===== src/rtl/r4_fft_out_reorder.sv =====
// Reorders radix-4 FFT results from base-4 digit-reversed order into natural bin order.
// Ping-pong banks; first word out one clock after a bank fills; in_ready drops only when both banks hold frames.
module r4_fft_out_reorder #(
    parameter int LOG4N = 2,
    parameter int DW    = 32
) (
    input  logic                 clk,
    input  logic                 reset,
    input  logic                 in_valid,
    input  logic [DW-1:0]        in_data,
    output logic                 in_ready,
    output logic                 out_valid,
    input  logic                 out_ready,
    output logic [DW-1:0]        out_data,
    output logic [2*LOG4N-1:0]   out_index,
    output logic                 out_last
);

    localparam int AW = 2 * LOG4N;
    localparam int N  = 1 << AW;
    localparam logic [AW-1:0] CNT_LAST = {AW{1'b1}};
    localparam logic [AW-1:0] CNT_ONE  = AW'(1);

    function automatic logic [AW-1:0] drev(input logic [AW-1:0] j);
        logic [AW-1:0] r;
        r = '0;
        for (int k = 0; k < LOG4N; k++) begin
            r[2*k +: 2] = j[2*(LOG4N-1-k) +: 2];
        end
        return r;
    endfunction

    logic [DW-1:0] mem_q [0:2*N-1];

    logic [1:0]    full_q, full_d;
    logic          wb_q, wb_d;
    logic [AW-1:0] wcnt_q, wcnt_d;
    logic          rb_q, rb_d;
    logic [AW-1:0] rcnt_q, rcnt_d;
    logic          ov_q, ov_d;
    logic [DW-1:0] od_q, od_d;
    logic [AW-1:0] oi_q, oi_d;
    logic          ol_q, ol_d;

    logic wr_fire;
    logic rd_load;

    assign in_ready  = !full_q[wb_q];
    assign wr_fire   = in_valid && in_ready;
    assign rd_load   = (!ov_q || out_ready) && full_q[rb_q];

    assign out_valid = ov_q;
    assign out_data  = od_q;
    assign out_index = oi_q;
    assign out_last  = ol_q;

    always_comb begin
        full_d = full_q;
        wb_d   = wb_q;
        wcnt_d = wcnt_q;
        rb_d   = rb_q;
        rcnt_d = rcnt_q;
        ov_d   = ov_q;
        od_d   = od_q;
        oi_d   = oi_q;
        ol_d   = ol_q;

        if (wr_fire) begin
            wcnt_d = wcnt_q + CNT_ONE;
            if (wcnt_q == CNT_LAST) begin
                full_d[wb_q] = 1'b1;
                wb_d         = !wb_q;
                wcnt_d       = '0;
            end
        end

        // Fill and free always target different banks, so both updates to full_d compose.
        if (rd_load) begin
            od_d   = mem_q[{rb_q, rcnt_q}];
            oi_d   = rcnt_q;
            ol_d   = (rcnt_q == CNT_LAST);
            ov_d   = 1'b1;
            rcnt_d = rcnt_q + CNT_ONE;
            if (rcnt_q == CNT_LAST) begin
                full_d[rb_q] = 1'b0;
                rb_d         = !rb_q;
                rcnt_d       = '0;
            end
        end else if (out_ready) begin
            ov_d = 1'b0;
        end
    end

    always_ff @(posedge clk or posedge reset) begin
        if (reset) begin
            full_q <= 2'b00;
            wb_q   <= 1'b0;
            wcnt_q <= '0;
            rb_q   <= 1'b0;
            rcnt_q <= '0;
            ov_q   <= 1'b0;
            od_q   <= '0;
            oi_q   <= '0;
            ol_q   <= 1'b0;
        end else begin
            full_q <= full_d;
            wb_q   <= wb_d;
            wcnt_q <= wcnt_d;
            rb_q   <= rb_d;
            rcnt_q <= rcnt_d;
            ov_q   <= ov_d;
            od_q   <= od_d;
            oi_q   <= oi_d;
            ol_q   <= ol_d;
        end
    end

    // Storage needs no reset: a bank is only read after it has been completely written.
    always_ff @(posedge clk) begin
        if (wr_fire) begin
            mem_q[{wb_q, drev(wcnt_q)}] <= in_data;
        end
    end

endmodule

===== config.mk =====
export PLATFORM = sky130hd
export DESIGN_NAME = r4_fft_out_reorder
export DESIGN_NICKNAME = d
export VERILOG_FILES = /design/src/rtl/r4_fft_out_reorder.sv
export SDC_FILE = /design/constraint.sdc
export NUM_CORES = 1
export LEC_CHECK = 0
export BUFFER_PORTS_ARGS = -buffer_cell sky130_fd_sc_hd__buf_4
export CAP_MARGIN = 20
export CORE_ASPECT_RATIO = 0.9
export CORE_MARGIN = 2
export CORE_UTILIZATION = 43
export DETAILED_ROUTE_END_ITERATION = 10
export PLACE_DENSITY = 0.64
export SYNTH_ARGS = -nofsm -noshare
export SYNTH_HDL_FRONTEND = slang
export SYNTH_SLANG_ARGS = --single-unit

===== constraint.sdc =====
create_clock -name clk -period 7.38 [get_ports clk]
set_clock_uncertainty 0.15 [all_clocks]
set_input_delay 1.107 -clock clk [delete_from_list [all_inputs] [get_ports clk]]
set_output_delay 1.107 -clock clk [all_outputs]
set_load 0.01 [all_outputs]

### Yosys cells after proc, flatten, opt, wreduce, memory -nomap -nowiden

Memories as Yosys holds them, arrays and structs flattened. A register that Yosys moved wholly into a read port is not among the register bits.
Cells that the tools add are included.

| storage, ports and cells | value |
|---|---|
| output and inout port bits | 39 |
| logic and storage cells | 50 |
| memories kept | 1 |
| register bits | 18 |
| memory bits (writable) | 1024 |

| operators by class | value |
|---|---|
| eq/ne operators | 2 |
| magnitude comparators | 4 |
| reductions and logical operators | 12 |
| mux-type cells | 18 |
| add/sub/neg operators | 2 |
| bitwise gates (word level) | 3 |

Memory list:

| name | words | width | rd ports | clocked after Yosys merged registers in | wr ports | RTL line | source |
|---|---|---|---|---|---|---|---|
| mem_q | 32 | 32 | 1 | 1 | 1 | 33 | `logic [DW-1:0] mem_q [0:2*N-1];` |

Operators by type and width:

| operator | count |
|---|---|
| $mux 1 | 10 |
| $add 4x1->4 const B | 2 |
| $eq 4x4->1 const B | 2 |
| $mux 2 | 4 |
| $mux 4 | 2 |
| $logic_and 1x1->1 | 4 |
| $logic_not 1->1 | 4 |
| $lt 1x2->1 const B | 2 |
| $reduce_and 2->1 | 2 |
| $and 2x2->2 | 1 |
| $demux 1 s1 | 2 |
| $ge 1x1->1 const B | 2 |
| $not 2->2 | 1 |
| $or 2x2->2 | 1 |
| $reduce_bool 2->1 | 1 |
| $logic_or 1x1->1 | 1 |

### Longest topological paths before layout

Gate-level depths: netlist of the first run.

| logic depth | value |
|---|---|
| depth in word-level cells | 10 |
| depth in mapped cells | 8 |
| gate-level depth less buffers | 5 |

### Least setup slack after synthesis of the first run

No wires, ideal clock.

| timing path | value |
|---|---|
| kind | input port to flip-flop |
| from | in in_valid |
| to | mem mem_q[12][0] (enable) |
| required time | 6.809 ns |
| arrival time | 2.991 ns |
| stages on the path | 3 |
| buffers on the path | 0 |
| path slack | 3.818 ns |
| cells stage by stage | nor3b_1 > nand3_1 > nor2_1 |

| on the way | value |
|---|---|
| cells in the longest elaborated chain, start to end | 3 |

Ends and longest elaborated chain:

| what | RTL line | source |
|---|---|---|
| start, declared | 9 | `input logic in_valid,` |
| $logic_and 1x1->1 | 49 | `assign wr_fire = in_valid && in_ready;` |
| $mux 1 | 120 | `if (wr_fire) begin` |
| $mux 1 (not written as such) | 121 | `mem_q[{wb_q, drev(wcnt_q)}] <= in_data;` |
| end, declared | 33 |  |

No other way between the ends.

==> flow_summary.json, run 1 <==
{
  "status": "finished, final reports clean",
  "synth_compound_area_share_pct": 3.70,
  "ioPinCount": 75,
  "synth-main-ff-cell": "edfxtp_1",
  "r2r_setup_slack_ps": 3810,
  "min_from": "out_index[2]$_DFFE_PP0P_",
  "ir_worst_vdd_uv": 252,
  "cts_buffers": 102,
  "hp-class": "reg2reg",
  "ys_ff_latch": 1074,
  "die_h_um": 298,
  "placed_cells": 3192,
  "synth_fa_ha_area_share_pct": 0.0605,
  "ctsHoldBuffers": 0,
  "insertion_delay_ps": 670,
  "grtUsageTotal_pct": 20.4,
  "async_flop_share_pct": 4.66,
  "timing.setup.tns_ps": 0,
  "root_buffer": "clkbuf_16",
  "hold_violations": 0,
  "yosys.area_share.simple_pct": 1.43,
  "drive_gt1_share_pct": 31.2,
  "whs_ps": 369,
  "r2r-end": "out_data[25]$_DFFE_PP0P_",
  "antenna_found_initial": 6,
  "cp_max_fo": 102,
  "synth.mux.area_fraction_pct": 15.7,
  "ant_nets": 0,
  "core_area_sq_um": 94900,
  "syn_nets": 1970,
  "clk_pin_slew_worst_paths_ps": 70,
  "grt_pass1_wl_um": 145000,
  "synth_area_leaders": "edfxtp_1, mux4_2, mux2_2",
  "crit_arrival_ps": 3970,
  "min_period_over_period_pct": 48.4,
  "slew_violations": 0,
  "die_x_um": 331,
  "clock_sinks": 1074,
  "die-area_sq_um": 98600,
  "synth_top_family_by_area": "multiplexers",
  "port_buffers": 74,
  "timing.fmax_mhz": 280,
  "stdcell_count": 3384,
  "critPathLaunch": "rcnt_q[0]$_DFFE_PP0P_",
  "gp_congestion": 0.761,
  "avgRoutedWirePerCell_um": 29.5,
  "row_count": 107,
  "setup_violations": 0,
  "cp-start-kind": "flip-flop",
  "seq_area_frac_synth_pct": 77.4,
  "syn_avg_cell_area_sq_um": 21.4,
  "drtIter0Drc": 2045,
  "drtPass1Iterations": 6,
  "ctsResizeCount": 0,
  "synth_cell_types": 43,
  "r2r_start": "rcnt_q[0]$_DFFE_PP0P_",
  "worst-setup-path-type": "reg2reg",
  "cap_violations": 0,
  "slew_headroom_pct": 22.5,
  "grt_pass1_vias": 20700,
  "min_period_ps": 3570,
  "nets": 2082,
  "end_kind": "flip-flop",
  "grt_max_degree": 108,
  "vias_per_cell": 5.89,
  "drc": 0,
  "p_total_mw": 16.9,
  "postSynthCellCount": 1932,
  "final_cell_mix": "edfxtp_1, mux2_2, mux4_2",
  "grt-ovfl-total": 0,
  "rsz0062_at_grt": "no",
  "crit_end": "out_data[25]$_DFFE_PP0P_",
  "synth_area_sq_um": 41300,
  "drt_wl_total_um": 99900,
  "start_util_pct": 43.6,
  "nFillCells": 7467,
  "cts_tree": "built",
  "cp.required_ps": 7780,
  "r2r_cells": 6,
  "final_common_cell": "edfxtp_1",
  "power.leakage_nw": 14.9,
  "dpl.hpwl_um": 54500,
  "cts_setup_buffers": 0,
  "insertedDiodeCount": 0,
  "via_count": 19900,
  "yosysTopAreaCell": "edfxtp_1",
  "clk_path_buf_depth": 3,
  "synthToLayoutAreaGrowth_pct": 13.9,
  "yosys.area_share.xor_xnor_pct": 0.0847,
  "cts.htree.levels": 3,
  "powerDensity_nw_per_um2": 359,
  "synth_edf_count": 1024,
  "tightest_slew_ps": 1160,
  "synth_top_cell_area_share_pct": 74.4,
  "yosys_warnings": 0
}
-- critical path, cell delays in order (launching register included) --
cell	delay, ps
dfrtp_4	700
buf_12	540
buf_4	640
mux2_2	410
a22oi_1	360
o2111ai_1	230
o211a_1	190
-- worst min-delay path by stage --
stage / endpoint / slack [ps] / depth (start not counted)
finish: out_index[2]$_DFFE_PP0P_ / 370 / 1
global route: out_index[0]$_DFFE_PP0P_ / 390 / 1
CTS: out_index[2]$_DFFE_PP0P_ / 370 / 1
detailed placement: out_index[2]$_DFFE_PP0P_ / 350 / 1
global placement: out_index[0]$_DFFE_PP0P_ / 350 / 1
floorplan: full_q[1]$_DFF_PP0_ / 340 / 1
-- registers in the layout, summed over array words and instances (netlist names) --
signal     flops
wb_q           1
wcnt_q         4
rb_q           1
rcnt_q         4
out_index      4
out_last       1
full_q         2
out_valid      1
mem_q       1024
out_data      32
-- per-layer routing --
metal | up-vias | part of all wire, % | global-route usage, %
met4 | 8 | 3.0 | 6.44
met2 | 665 | 48 | 32.7
li1 | 8338 | - | -
met5 | - | 0.053 | 0
met1 | 10800 | 42 | 28.6
met3 | 145 | 6.5 | 3.49
-- report_power, final --
| group | switching [mW] | internal [mW] |
|---|---|---|
| combinational | 2.23 | 1.89 |
| sequential | 0.401 | 7.09 |
| clock | 2.20 | 3.09 |
| total | 4.83 | 12.1 |
-- per-stage QoR --
stage	utilization, %	setup slack, ps	area [sq um]
2_1_floorplan	-	3820	41300
3_5_place_dp	46.0	3720	43700
3_3_place_gp	45.8	3520	43500
4_1_cts	49.6	3810	47100
5_1_grt	49.6	3580	47100
6_report	49.6	3810	47100
-- layout make-up --
class,instances,area (sq um),area share [%]
Inverter,3,11.3,0.0239
Tap cell,1253,1570,3.33
Multi-Input combinational cell,740,8980,19.1
Clock buffer,142,2860,6.07
Clock inverter,49,539,1.14
Sequential cell,1074,32000,68.0
Timing Repair Buffer,123,1130,2.40
-- logic make-up after synthesis --
group,count (synthesis)
xor gates and xnor gates,4
DFF,1074
adders and majority gates,2
AOI/OAI and AO/OA,173
buffers and inverters,118
muxes,423
and+or+nand+nor,138
-- synthesized netlist by cell type, types with 4 or more instances --
cell type and count:
edfxtp_1 1024, mux2_2 197, mux4_2 155, nand2_1 76
mux2i_1 65, o2111ai_1 63, dfrtp_1 50, clkbuf_1 45
nor2_1 38, buf_2 36, a222oi_1 32, a22oi_1 32
o211a_1 31, buf_4 22, buf_6 7, mux4_1 5
nor2b_1 5, nand3_1 4, xnor2_1 4
(Power assumes the default switching activity.)
==> inputs of run 2 (changes only) <==
- clock period: 7.38 -> 3.3 ns (I/O delays scaled with it)
==> flow_summary.json, run 2 (same netlist as run 1, synthesis figures left out) <==
{
  "timing.setup.tns_ps": 0,
  "via_count": 20400,
  "top_register": "mem_q",
  "end_kind": "flip-flop",
  "dp_slack_ps": 570,
  "core_area_sq_um": 94900,
  "cp.required_ps": 3780,
  "r2r-end": "out_data[24]$_DFFE_PP0P_",
  "avgRoutedWirePerCell_um": 30.4,
  "status": "finished, final reports clean",
  "powerDensity_nw_per_um2": 810,
  "cp_max_fo": 33,
  "power.leakage_nw": 15.3,
  "tightest_slew_ps": 899,
  "antenna_found_initial": 5,
  "cts_buffers": 106,
  "ctsHoldBuffers": 2,
  "grtUsageTotal_pct": 21.5,
  "drtIter0Drc": 2249,
  "clock_sinks": 1074,
  "ioPinCount": 75,
  "grt_max_degree": 63,
  "row_count": 107,
  "ir_worst_vdd_uv": 447,
  "drive_gt1_share_pct": 33.7,
  "insertion_delay_ps": 690,
  "die_x_um": 331,
  "root_buffer": "clkbuf_16",
  "min_from": "in_data[15]",
  "grt_pass1_vias": 21200,
  "r2r_cells": 5,
  "hp-class": "in2reg",
  "crit_arrival_ps": 3230,
  "clk_pin_slew_worst_paths_ps": 60,
  "start_util_pct": 43.6,
  "gp_congestion": 0.785,
  "setup_violations": 0,
  "ctsResizeCount": 0,
  "timing.fmax_mhz": 363,
  "die-area_sq_um": 98600,
  "clk_path_buf_depth": 3,
  "final_cell_mix": "edfxtp_1, mux2_2, mux4_2",
  "ant_nets": 0,
  "min_period_ps": 2760,
  "slew_headroom_pct": 40.0,
  "vias_per_cell": 5.93,
  "cp-start-kind": "flip-flop",
  "dpl.hpwl_um": 57600,
  "r2r_setup_slack_ps": 540,
  "final_common_cell": "edfxtp_1",
  "slew_violations": 0,
  "drt_wl_total_um": 105000,
  "nets": 2136,
  "synthToLayoutAreaGrowth_pct": 15.7,
  "grt_pass1_wl_um": 152000,
  "critPathLaunch": "rcnt_q[2]$_DFFE_PP0P_",
  "cts_tree": "built",
  "port_buffers": 74,
  "r2r_start": "rcnt_q[2]$_DFFE_PP0P_",
  "grt-ovfl-total": 0,
  "drc": 0,
  "rsz0062_at_grt": "no",
  "drtPass1Iterations": 5,
  "crit_end": "out_data[24]$_DFFE_PP0P_",
  "worst-setup-path-type": "reg2reg",
  "die_h_um": 298,
  "cap_violations": 0,
  "cts_setup_buffers": 0,
  "cts.htree.levels": 3,
  "hold_violations": 0,
  "setup_ws_ps": 545,
  "min_period_over_period_pct": 83.5,
  "largest_reg_flops": 1024
}
==> run 2: worst min-delay path by stage <==
stage,to,cells after the start
after floorplan,full_q[1]$_DFF_PP0_,1
after global placement,out_index[3]$_DFFE_PP0P_,1
after detailed placement,out_index[2]$_DFFE_PP0P_,1
after CTS,mem_q[22][15]$_DFFE_PP_,1
after global routing,mem_q[11][27]$_DFFE_PP_,1
final,mem_q[18][15]$_DFFE_PP_,1
==> run 2: through the flow <==
stage / power (mW) / utilization (%) / instance area (sq um) / cells / hold slack (ps)
floorplan: 23.2 / - / 41300 / 1932 / 342
global placement: 26.6 / 46.6 / 44200 / 3241 / 363
detailed placement: 26.8 / 46.6 / 44200 / 3241 / 364
CTS: 39.0 / 50.4 / 47800 / 3444 / 25.0
global route: 40.1 / 50.4 / 47800 / 3444 / 45.2
finish: 38.7 / 50.4 / 47800 / 3445 / 62.1
==> run 2: layout make-up <==
| cell class | count | area [sq um] |
|---|---|---|
| inverter | 3 | 11.3 |
| clock inverter | 78 | 820 |
| multi-input combinational | 740 | 8980 |
| antenna | 1 | 2.50 |
| tap | 1253 | 1570 |
| fill | 7430 | 47100 |
| sequential | 1074 | 32000 |
| clock buffer | 123 | 2760 |
| timing repair buffer | 173 | 1670 |
==> run 2: where the power goes <==
part / internal [mW] / total [mW] / switching (mW)
combinational: 4.52 / 9.76 / 5.24
sequential: 15.9 / 16.6 / 0.775
clock: 7.11 / 12.3 / 5.21
total: 27.5 / 38.7 / 11.2
==> run 2: per-layer routing <==
metal / GRT usage (%) / wire [um]
met5: 0 / 55
met4: 6.01 / 2850
met3: 4.24 / 7130
met2: 35.2 / 51600
met1: 29.5 / 43200
==> run 2: worst max-delay path, cell delays in order, from the launching register on <==
cell and delay (ps):
dfrtp_4 790, and3b_4 800, buf_12 320, a222oi_1 170, o2111ai_1 200, o211a_1 190
==> inputs of run 3 (changes only) <==
- ABC_AREA: default -> 1
- PLACE_DENSITY: 0.64 -> 0.66
- clock period: 3.3 -> 2.4 ns (I/O delays scaled with it)
==> flow_summary.json, run 3 <==
{
  "start_util_pct": 43.3,
  "synth_edf_count": 1024,
  "synth_top_family_by_area": "simple AND/OR/NAND/NOR gates",
  "rsz0062_at_grt": "no",
  "slowest_delay_ps": 550,
  "grt-ovfl-total": 0,
  "die_x_um": 344,
  "synth_area_leaders": "edfxtp_1, nand2_1, nand3_1",
  "synth_area_sq_um": 44800,
  "r2r_setup_slack_ps": 20,
  "postSynthCellCount": 4130,
  "power_frac_seq_pct": 38.9,
  "min_period_over_period_pct": 99.3,
  "path_delay_family": "flip-flops",
  "async_flop_share_pct": 4.66,
  "antenna_found_initial": 4,
  "hp-class": "reg2reg",
  "slew_headroom_pct": 60.9,
  "worst-setup-path-type": "reg2reg",
  "power.clock.fraction_pct": 28.0,
  "drive_gt1_share_pct": 10.1,
  "cts_tree": "built",
  "ant_nets": 0,
  "power.leakage_nw": 20.8,
  "die-area_sq_um": 107000,
  "drtIter0Drc": 3509,
  "row_count": 112,
  "core_area_sq_um": 103000,
  "clk_path_buf_depth": 3,
  "final_cell_mix": "nand2_1, edfxtp_1, nand3_1",
  "critPathLaunch": "rcnt_q[0]$_DFFE_PP0P_",
  "drtPass1Iterations": 6,
  "powerDensity_nw_per_um2": 1100,
  "placedInstanceArea_sq_um": 48500,
  "p_total_mw": 57.2,
  "synth_commonest_cells": "nand2_1, edfxtp_1, nand3_1, inv_1, nor2_1",
  "tightest_slew_ps": 581,
  "ys_ff_latch": 1074,
  "die_h_um": 310,
  "slew_violations": 0,
  "dpl.hpwl_um": 70800,
  "nets": 4340,
  "root_buffer": "clkbuf_16",
  "seq_area_frac_synth_pct": 71.5,
  "r2r-end": "out_data[8]$_DFFE_PP0P_",
  "synth.mux.area_fraction_pct": 0,
  "switchingPower_mw": 20.3,
  "port_buffers": 74,
  "cp_slowest_cell": "dfrtp_4",
  "r2r_start": "rcnt_q[0]$_DFFE_PP0P_",
  "timing.fmax_mhz": 420,
  "insertion_delay_ps": 690,
  "synth_compound_area_share_pct": 1.28,
  "intPower_mw": 36.8,
  "cp_cell_sequence": "clkinv_16, buf_12, o21ai_0, nand3_1, nand3_1, nand2_1, nand3_1, nand2_1",
  "final_common_cell": "nand2_1",
  "synth_most_common_cell": "nand2_1",
  "grtUsageTotal_pct": 23.3,
  "grt_pass1_wl_um": 185000,
  "cts_buffers": 102,
  "worst-path-stages": 8,
  "avgRoutedWirePerCell_um": 21.7,
  "syn_nets": 4168,
  "worst-path-buf-inv": 2,
  "gp_congestion": 0.859,
  "crit_end": "out_data[8]$_DFFE_PP0P_",
  "drt_wl_total_um": 125000,
  "grt_pass1_vias": 28800,
  "clock_sinks": 1074,
  "cts.htree.levels": 3,
  "r2r_cells": 8,
  "crit_arrival_ps": 2800,
  "final_area_sq_um": 52200,
  "ioPinCount": 75,
  "yosys_warnings": 0,
  "cp.required_ps": 2820,
  "clk_pin_slew_worst_paths_ps": 60,
  "grt_max_degree": 118,
  "cap_violations": 0,
  "cp_max_fo": 62,
  "synth_top_cell_area_share_pct": 68.7,
  "via_count": 30800,
  "synth-main-ff-cell": "edfxtp_1",
  "top_register": "mem_q",
  "status": "finished, final reports clean",
  "ir_worst_vdd_uv": 725,
  "yosys.area_share.simple_pct": 20.9,
  "syn_avg_cell_area_sq_um": 10.8,
  "cp_common_cell": "nand3_1",
  "cp-start-kind": "flip-flop",
  "yosys.area_share.xor_xnor_pct": 0.0783,
  "synth_fa_ha_area_share_pct": 0.0559,
  "synthToLayoutAreaGrowth_pct": 16.6,
  "vias_per_cell": 5.35,
  "hold_violations": 0,
  "largest_reg_flops": 1024,
  "synth_cell_types": 25,
  "yosysTopAreaCell": "edfxtp_1",
  "min_period_ps": 2380,
  "drc": 0,
  "setup_violations": 0,
  "end_kind": "flip-flop",
  "combPwrFrac_pct": 33.1,
  "power_switching_share_pct": 35.5
}
-- run 3: cell types whose count changed after synthesis, moves of 38 or more --
cell	delta
nand2_1	+1353
nand3_1	+608
inv_1	+428
mux2_2	-197
nor2_1	+195
mux4_2	-155
buf_2	+78
mux2i_1	-65
a21oi_1	+64
o2111ai_1	-63
o21ai_0	+38
-- run 3: area by class of cell --
| class | instances | area [sq um] |
|---|---|---|
| fillers | 8980 | 51200 |
| flip-flops and latches | 1074 | 32000 |
| multi-input cells | 2401 | 10300 |
| repair buffers | 288 | 3250 |
| clock buffers | 138 | 2790 |
| well taps | 1368 | 1710 |
| inverters | 435 | 1670 |
| clock inverters | 54 | 490 |
| diodes | 1 | 2.50 |
-- run 3: worst min-delay path, delay by kind of cell (launching register included) --
| family | cells | cell delay (ps) |
|---|---|---|
| flops | 1 | 340 |
| simple gates | 2 | 110 |
-- run 3: cell families after synthesis --
logic type,after synthesis
flip-flops,1074
XOR/XNOR,4
AND/OR/NAND/NOR,2283
buffers and inverters,655
adder cells (fa/ha/maj),2
AO/OA/AOI/OAI,112
-- run 3: routing by layer --
layer / GRT usage (%) / vias to the layer above / wire (um)
li1: - / 14000 / -
met1: 34.1 / 15000 / 52100
met2: 35.8 / 1599 / 56500
met3: 4.18 / 213 / 13000
met4: 6.63 / 6 / 3250
met5: 0 / - / 30
-- run 3: through the flow --
step                      std cells  util [%]  TNS [ps]  hold WS, ps  setup WS, ps
after detailed placement       5528      46.9         0          157           107
after floorplan                4130         -    -96860          309          -135
after global routing           5758      50.5         0          355          18.4
after global placement         5528      46.9         0          145           119
after CTS                      5756      50.4         0          334          77.2
final                          5759      50.5         0          333          16.6
-- run 3: how the worst min path moves through the flow --
stage / startpoint / endpoint / slack (ps) / depth (start not counted)
2_1_floorplan: in_data[0] / mem_q[0][0]$_DFFE_PP_ / 310 / 0
3_3_place_gp: reset / out_data[5]$_DFFE_PP0P_ / 140 / 2
3_5_place_dp: reset / out_data[5]$_DFFE_PP0P_ / 160 / 2
4_1_cts: out_data[31]$_DFFE_PP0P_ / out_data[31]$_DFFE_PP0P_ / 330 / 2
5_1_grt: out_data[31]$_DFFE_PP0P_ / out_data[31]$_DFFE_PP0P_ / 360 / 2
6_report: out_data[0]$_DFFE_PP0P_ / out_data[0]$_DFFE_PP0P_ / 330 / 2
-- run 3: repair_timing --
action	in CTS	in global routing
hold buffers	36	0
endpoints found under the hold margin	1076	0
setup endpoints to repair	0	4
setup buffers	0	1
resized for setup	0	4
-- run 3: power by group through the flow --
| stage | clock (mW) | combinational, mW | sequential, mW |
|---|---|---|---|
| final | 16.0 | 18.9 | 22.2 |
| after global routing | 16.9 | 20.7 | 22.3 |
| after detailed placement | 0 | 18.5 | 22.6 |
| after floorplan | 0 | 11.6 | 22.5 |
| after CTS | 16.2 | 18.7 | 22.2 |
| after global placement | 0 | 18.3 | 22.6 |
